### src/rtl/srl_bus_sched.sv
// srl_bus_sched: round-robin scheduler that feeds one fixed-latency delay line
// shared by N_REQ requesters. Each word accepted into the line carries its
// requester index, and the word leaves the line CLK_CYCL enabled cycles later.
// Optional feature macro: SRL_SCHED_CNT_EN adds the saturating per-requester
// acc_cnt counters.
module srl_bus_sched #(
    parameter int N_REQ    = 4,
    parameter int WIDTH    = 8,
    parameter int CLK_CYCL = 4,
    localparam int ID_W    = $clog2(N_REQ)
) (
    input  logic                         clk,
    input  logic                         rst,
    input  logic                         en,
    input  logic [N_REQ-1:0]             req_valid,
    input  logic [N_REQ-1:0][WIDTH-1:0]  req_data,
    output logic [N_REQ-1:0]             req_ready,
    output logic                         out_valid,
    output logic [ID_W-1:0]              out_id,
    output logic [WIDTH-1:0]             out_data
`ifdef SRL_SCHED_CNT_EN
    ,
    output logic [N_REQ-1:0][15:0]       acc_cnt
`else
`endif
);

    logic [ID_W-1:0]  r_ptr;
    logic             r_vld  [CLK_CYCL];
    logic [ID_W-1:0]  r_id   [CLK_CYCL];
    logic [WIDTH-1:0] r_data [CLK_CYCL];

    logic [N_REQ-1:0] w_grant;
    logic [ID_W-1:0]  w_gIdx;
    logic [ID_W-1:0]  w_cand;
    logic             w_found;
    int               w_idx;

    // Round-robin search from the pointer, wrapping around; the first valid
    // requester wins. Held in reset and while disabled, nobody is granted.
    always_comb begin
        w_grant = '0;
        w_gIdx  = '0;
        w_cand  = '0;
        w_found = 1'b0;
        w_idx   = 0;
        if (rst && en) begin
            for (int k = 0; k < N_REQ; k++) begin
                w_idx = int'(r_ptr) + k;
                if (w_idx >= N_REQ) begin
                    w_idx = w_idx - N_REQ;
                end
                w_cand = ID_W'(w_idx);
                if (!w_found && req_valid[w_cand]) begin
                    w_found = 1'b1;
                    w_gIdx  = w_cand;
                end
            end
        end
        if (w_found) begin
            w_grant[w_gIdx] = 1'b1;
        end
    end

    assign req_ready = w_grant;

    // Priority pointer moves just past the requester that was served.
    always_ff @(posedge clk or negedge rst) begin
        if (!rst) begin
            r_ptr <= '0;
        end else if (en && w_found) begin
            r_ptr <= (w_gIdx == ID_W'(N_REQ - 1)) ? '0 : w_gIdx + 1'b1;
        end
    end

    // Delay line: stage 0 captures the granted word (or a zero bubble), the
    // rest shift along; everything freezes while en is low.
    always_ff @(posedge clk or negedge rst) begin
        if (!rst) begin
            for (int k = 0; k < CLK_CYCL; k++) begin
                r_vld[k]  <= 1'b0;
                r_id[k]   <= '0;
                r_data[k] <= '0;
            end
        end else if (en) begin
            r_vld[0]  <= w_found;
            r_id[0]   <= w_found ? w_gIdx : '0;
            r_data[0] <= w_found ? req_data[w_gIdx] : '0;
            for (int k = 1; k < CLK_CYCL; k++) begin
                r_vld[k]  <= r_vld[k-1];
                r_id[k]   <= r_id[k-1];
                r_data[k] <= r_data[k-1];
            end
        end
    end

    assign out_valid = r_vld[CLK_CYCL-1];
    assign out_id    = r_id[CLK_CYCL-1];
    assign out_data  = r_data[CLK_CYCL-1];

`ifdef SRL_SCHED_CNT_EN
    logic [N_REQ-1:0][15:0] r_accCnt;

    // Per-requester accepted-word counters, saturating at all ones.
    always_ff @(posedge clk or negedge rst) begin
        if (!rst) begin
            r_accCnt <= '0;
        end else if (en) begin
            for (int i = 0; i < N_REQ; i++) begin
                if (w_grant[i] && (r_accCnt[i] != 16'hFFFF)) begin
                    r_accCnt[i] <= r_accCnt[i] + 16'd1;
                end
            end
        end
    end

    assign acc_cnt = r_accCnt;
`else
    // Default build carries no counter state.
`endif

endmodule
### config.mk
export PLATFORM = sky130hd
export DESIGN_NAME = srl_bus_sched
export DESIGN_NICKNAME = d
export VERILOG_FILES = /design/src/rtl/srl_bus_sched.sv
export SDC_FILE = /design/constraint.sdc
export NUM_CORES = 1
export LEC_CHECK = 0
export BUFFER_PORTS_ARGS = -buffer_cell sky130_fd_sc_hd__buf_2
export CAP_MARGIN = 30
export CELL_PAD_IN_SITES_DETAIL_PLACEMENT = 1
export CELL_PAD_IN_SITES_GLOBAL_PLACEMENT = 1
export CORE_ASPECT_RATIO = 0.8
export CORE_MARGIN = 3
export CORE_UTILIZATION = 35
export CTS_CLUSTER_DIAMETER = 60
export DETAILED_ROUTE_END_ITERATION = 12
export HOLD_SLACK_MARGIN = 0.06
export PLACE_DENSITY = 0.65
export SYNTH_ARGS = -nofsm -noshare
export SYNTH_HDL_FRONTEND = slang
export SYNTH_SLANG_ARGS = --single-unit
### constraint.sdc
create_clock -name clk -period 4.7 [get_ports clk]
set_input_delay 0.47 -clock clk [delete_from_list [all_inputs] [get_ports clk]]
set_output_delay 0.47 -clock clk [all_outputs]
set_load 0.01 [all_outputs]
* Word level (Yosys, flattened, before mapping)
Index checks and enable logic that the tools add are counted.
Word-level totals: register bits after elaboration 46, output and inout bits 15, word-level logic and storage cells 78
Cells by class: add/subtract/negate cells 8, magnitude comparators 10, equal/unequal tests 1, mux-type cells 37, reduce and logical (&&, ||, !) cells 9
Operator list (count):
- 2-bit two-way mux | 15
- 8-bit binary-select mux with 2-bit select | 1
- 8-bit two-way mux | 2
- 2-bit by 3-bit < comparator with 1-bit output (second input constant) | 5
- 1-bit two-way mux | 13
- 3-bit greater-or-equal comparator (second input constant) | 3
- 1-bit binary-select mux with 2-bit select | 4
- 2-bit by 1-bit subtractor with 2-bit output (second input constant) | 4
- 2-bit by 2-bit adder with 3-bit output (second input constant) | 2
- 1-bit logical AND | 6
- 4-bit two-way mux | 1
- 2-bit by 1-bit adder with 3-bit output (second input constant) | 1
- 2-bit by 3-bit greater-or-equal comparator with 1-bit output (second input constant) | 1
- 1-bit zero test | 3
- 2-bit by 1-bit adder with 2-bit output (second input constant) | 1
- 1-bit demux with 2-bit select | 1
- 2-bit == test (second input constant) | 1
- 2-bit by 1-bit greater-or-equal comparator with 1-bit output (second input constant) | 1

* Logic depth before layout (Yosys ltp)
word-level depth 24, gate-level depth with buffers 9

* Worst setup path after synthesis
Ideal clock, no wire load.
path type input to output, start in req_valid[3], end out req_ready[3], arrival 1.648 ns, slack 2.582 ns, stages 7, buffers on the path 1, path through or2_1 -> o211ai_1 -> a311o_1 -> buf_2 -> inv_1 -> ha_1 -> and2_1
Between the ends: word-level cells in the longest chain between the ends 21, elaborated cells between the ends (all ways) 33, those cells by class order compare: 2; mux: 24; reduce/logical: 7
RTL lines:
- start, declared | RTL line 15 | input logic [N_REQ-1:0] req_valid,
- 1-bit binary-select mux with 2-bit select | RTL line 54 | if (!w_found && req_valid[w_cand]) begin
- 1-bit two-way mux (not written as such) | RTL line 54
- 1-bit two-way mux | RTL line 54
- 1-bit two-way mux | RTL line 47 | if (rst && en) begin
- 1-bit zero test | RTL line 54
- 1-bit logical AND | RTL line 54
- 1-bit two-way mux | RTL line 54
- 1-bit two-way mux | RTL line 47
- (+5 left out)
- 1-bit logical AND | RTL line 54
- 2-bit two-way mux | RTL line 54
- 2-bit two-way mux | RTL line 47
- 2-bit by 3-bit < comparator with 1-bit output (not written as such) / 2-bit by 1-bit greater-or-equal comparator with 1-bit output (equally long branches) | RTL line 61 | w_grant[w_gIdx] = 1'b1;
- 1-bit logical AND (not written as such) | RTL line 61
- 1-bit two-way mux (not written as such) | RTL line 61
- 1-bit demux with 2-bit select | RTL line 61
- 4-bit two-way mux * | RTL line 60 | if (w_found) begin
- end, declared | RTL line 17 | output logic [N_REQ-1:0] req_ready,
Mark *: on every way between the ends. The rest lies on a longest branch, timed or not. The select of a mux whose other input is x is not followed.

* Final worst setup path
start in en, end out req_ready[0]
Between the ends: word-level cells in the longest chain between the ends 7, elaborated cells between the ends (all ways) 9, those cells by class order compare: 2; mux: 5; reduce/logical: 2
RTL lines:
- start, declared | RTL line 14 | input logic en,
- 1-bit logical AND * | RTL line 47
- 2-bit two-way mux | RTL line 47
- 2-bit by 3-bit < comparator with 1-bit output (not written as such) / 2-bit by 1-bit greater-or-equal comparator with 1-bit output (equally long branches) | RTL line 61
- 1-bit logical AND (not written as such) | RTL line 61
- 1-bit two-way mux (not written as such) | RTL line 61
- 1-bit demux with 2-bit select | RTL line 61
- 4-bit two-way mux * | RTL line 60
Mark *: on every way between the ends. The rest lies on a longest branch, timed or not.

==> flow_summary.yaml <==
timing:
  worst_slew_pin_slew_ps: 632.7
  max_freq_ghz: 0.3330
  fin_setup_tns_ps: 0
  slew_violations: 0
  rsz0062_at_grt: "no"
  setup_violations: 0
  fin_crit_sh: 0.6390
  fin_crit_ps: 3003
  skew_ps: 5.683
  slew_headroom: 0.5760
  hold_viol_final: 0
worst_setup_path:
  cp-end-kind: "primary output"
  crit_slowest_cell: "nand4b_1"
  cp.required_ps: 4230
  critPathKind: "input port to primary output"
  critPathMaxStageDelay_ps: 560
  crit_path_max_fanout: 35
  critPathTopFamily: "simple AND/OR/NAND/NOR gates"
  path_cells: "buf_2 -> buf_4 -> nand2_4 -> a21oi_4 -> nand4b_1 -> ha_1 -> and2_1 -> buf_2"
  crit_path_frequent_cell: "buf_2"
  ff2ff_setup_slack_ps: 2480
  path_buf_inv: 3
  cp.arrival_ps: 2530
  critPathLaunchType: "input port"
power:
  p_per_area_nw_per_um2: 377.9
  peakVddDrop_v: 0.0001063
  sw_frac_of_total: 0.2690
  power.share.sequential: 0.539
  combPwrFrac: 0.206
  p_clk_frac: 0.255
  p_sw_mw: 0.2585
  p_leak_nw: 1.355
  internal_power_mw: 0.7024
die:
  fp.dieH_um: 76.77
  die_area_um2: 7251
  io-pin-count: 54
  start_util: 0.3667
  die_w_um: 94.46
  design.core.area_um2: 5974
  num_rows: 25
place:
  dp_hpwl_um: 3184
  gp_congestion: 0.7516
  port_buffers: 53
  placed_cells: 285
yosys:
  synth-seq-cells: 46
  ys_seq_area_frac: 0.5254
  syn_area_um2: 2191
  synth_top_family_by_area: "multiplexers"
  synth_area_leader_cell: "dfrtp_1"
  synth_edf_count: 0
  synth_cell_types: 28
  async_flop_share: 1.000
  synth_area_per_cell_um2: 13.20
  yosys-top-cells-count: "dfrtp_1, mux2_2, mux2i_1, buf_4, nand2_1"
  synth_compound_area_frac: 0.06225
  synth_xor_area_frac: 0
  synth_fa_ha_area_frac: 0.02284
  synth_cells: 166
  synth-simple-area-share: 0.07310
  yosys_warnings: 0
  synth.most_common_cell: "dfrtp_1"
  synth_top_area_frac: 0.5254
  synthMuxAreaShare: 0.2524
  syn_nets: 209
  netlist_top_cells_area: "dfrtp_1, mux2_2, mux2i_1"
  ys.flop_type: "dfrtp_1"
grt:
  grt_antenna_before_repair: 0
  grt_pass1_vias: 1488
  grt-ovfl-total: 0
  grt_max_degree: 47
  grtUsageTotal: 0.1295
  grt_pass1_wl_um: 7334
routing:
  drt_iter0_drc: 26
  ant_nets: 0
  drt-wirelength-per-cell_um: 14.87
  vias: 1405
  drtPass1Iterations: 4
  drc: 0
  drt_wl_total_um: 4356
  viasPerCell: 4.795
run:
  drv_cap: 0
cells_and_area:
  final_util: 0.4256
  antenna_cells: 0
  fill_cells: 669
  fin_cells: 293
  seqCellArea_um2: 1151
  syn2layout_area_growth_pct: 16.05
  drive_gt1_frac: 0.4764
  nets: 254
  multi_input_area_um2: 899.6
outcome:
  outcome: "finished clean"
clock_network:
  cts_hold_buf: 0
  cts_tree: "yes"
  clock_sinks: 46
  numCtsBuffers: 5
  worstSkewPairLatency_ps: 290
  cts_resized: 0
  cts_root_buf: "clkbuf_8"
  clockBufferDepth: 2
  htreeDepth: 2
  clk_pin_slew_ps: 80
  post_cts_buffers: 0
worst_hold_path:
  hold_path.class: "input port to asynchronous set/reset pin"
[layout make-up]
type                    instances  share of cell area
multi-input cells              99              0.3538
inverters                       3            0.004429
well taps                      81             0.03986
flip-flops and latches         46              0.4528
repair buffers                 56              0.1132
clock buffers                   7             0.03396
clock inverters                 1            0.001969
[flip-flops by register name (all words and copies together), names as in the netlist]
name and cells:
out_valid 1, r_id 6, out_data 8, r_vld 3, r_data 24, out_id 2, r_ptr 2
[through the flow]
stage | total power [mW] | setup WS (ps) | cell area [µm²] | hold WS, ps
3_5_place_dp | 0.7297 | 1679 | 2451 | 476.0
2_1_floorplan | 0.6777 | 2582 | 2191 | 174.4
6_report | 0.9608 | 1697 | 2542 | 326.1
5_1_grt | 1.030 | 1528 | 2542 | 373.6
4_1_cts | 0.9790 | 1672 | 2542 | 347.7
3_3_place_gp | 0.7233 | 1709 | 2451 | 464.2
[per-layer routing]
layer	global-route usage	wire [µm]
met5	0	0
met2	0.1792	1855
met1	0.1888	2130
met3	0.04608	329
met4	0.03890	40
[cells by family (layout without fill, tap and decap cells)]
family / Yosys count / after routing
muxes: 51 / 51
DFF: 46 / 46
and+or+nand+nor: 28 / 28
buffers and inverters: 21 / 67
AOI/OAI and AO/OA: 16 / 16
adders and majority gates: 4 / 4
[worst paths after layout]
kind | from | end | cells after the start
min in group clk | r_data[27] | r_data[27] | 2
worst max-delay path | en | req_ready[0] | 8
max in group asynchronous | rst | r_data[13] | 2
worst min register to register | r_data[27] | r_data[27] | 2
worst max register to register | r_ptr[1] | r_ptr[1] | 6
worst min-delay path | rst | r_id[2] | 2
[power groups by stage]
stage,clock (mW),sequential [mW],combinational (mW)
2_1_floorplan,0,0.513,0.165
5_1_grt,0.279,0.529,0.222
6_report,0.245,0.518,0.198
3_3_place_gp,0,0.526,0.197
4_1_cts,0.256,0.520,0.203
3_5_place_dp,0,0.528,0.202
[cells in the final DEF, fill, tap and decap left out, drive strengths merged, types with 2 or more instances in the layout]
cell | synthesis | layout
a21o | 3 | 3
a21oi | 3 | 3
and2 | 4 | 4
buf | 14 | 56
clkbuf | 4 | 7
dfrtp | 46 | 46
ha | 4 | 4
inv | 3 | 3
mux2 | 34 | 34
mux2i | 17 | 17
nand2 | 12 | 12
nand2b | 2 | 2
nand4bb | 2 | 2
nor2 | 4 | 4
o221ai | 8 | 8
[worst reg2reg max path, delay by kind of cell, from the launching register on]
family / cells / cell delay, ps
adders and majority gates: 1 / 300
and+or+nand+nor: 1 / 250
buffers and inverters: 1 / 190
AOI/OAI and AO/OA: 2 / 660
muxes: 1 / 260
DFF: 1 / 460
No activity file was read; power rests on OpenSTA's default activity.
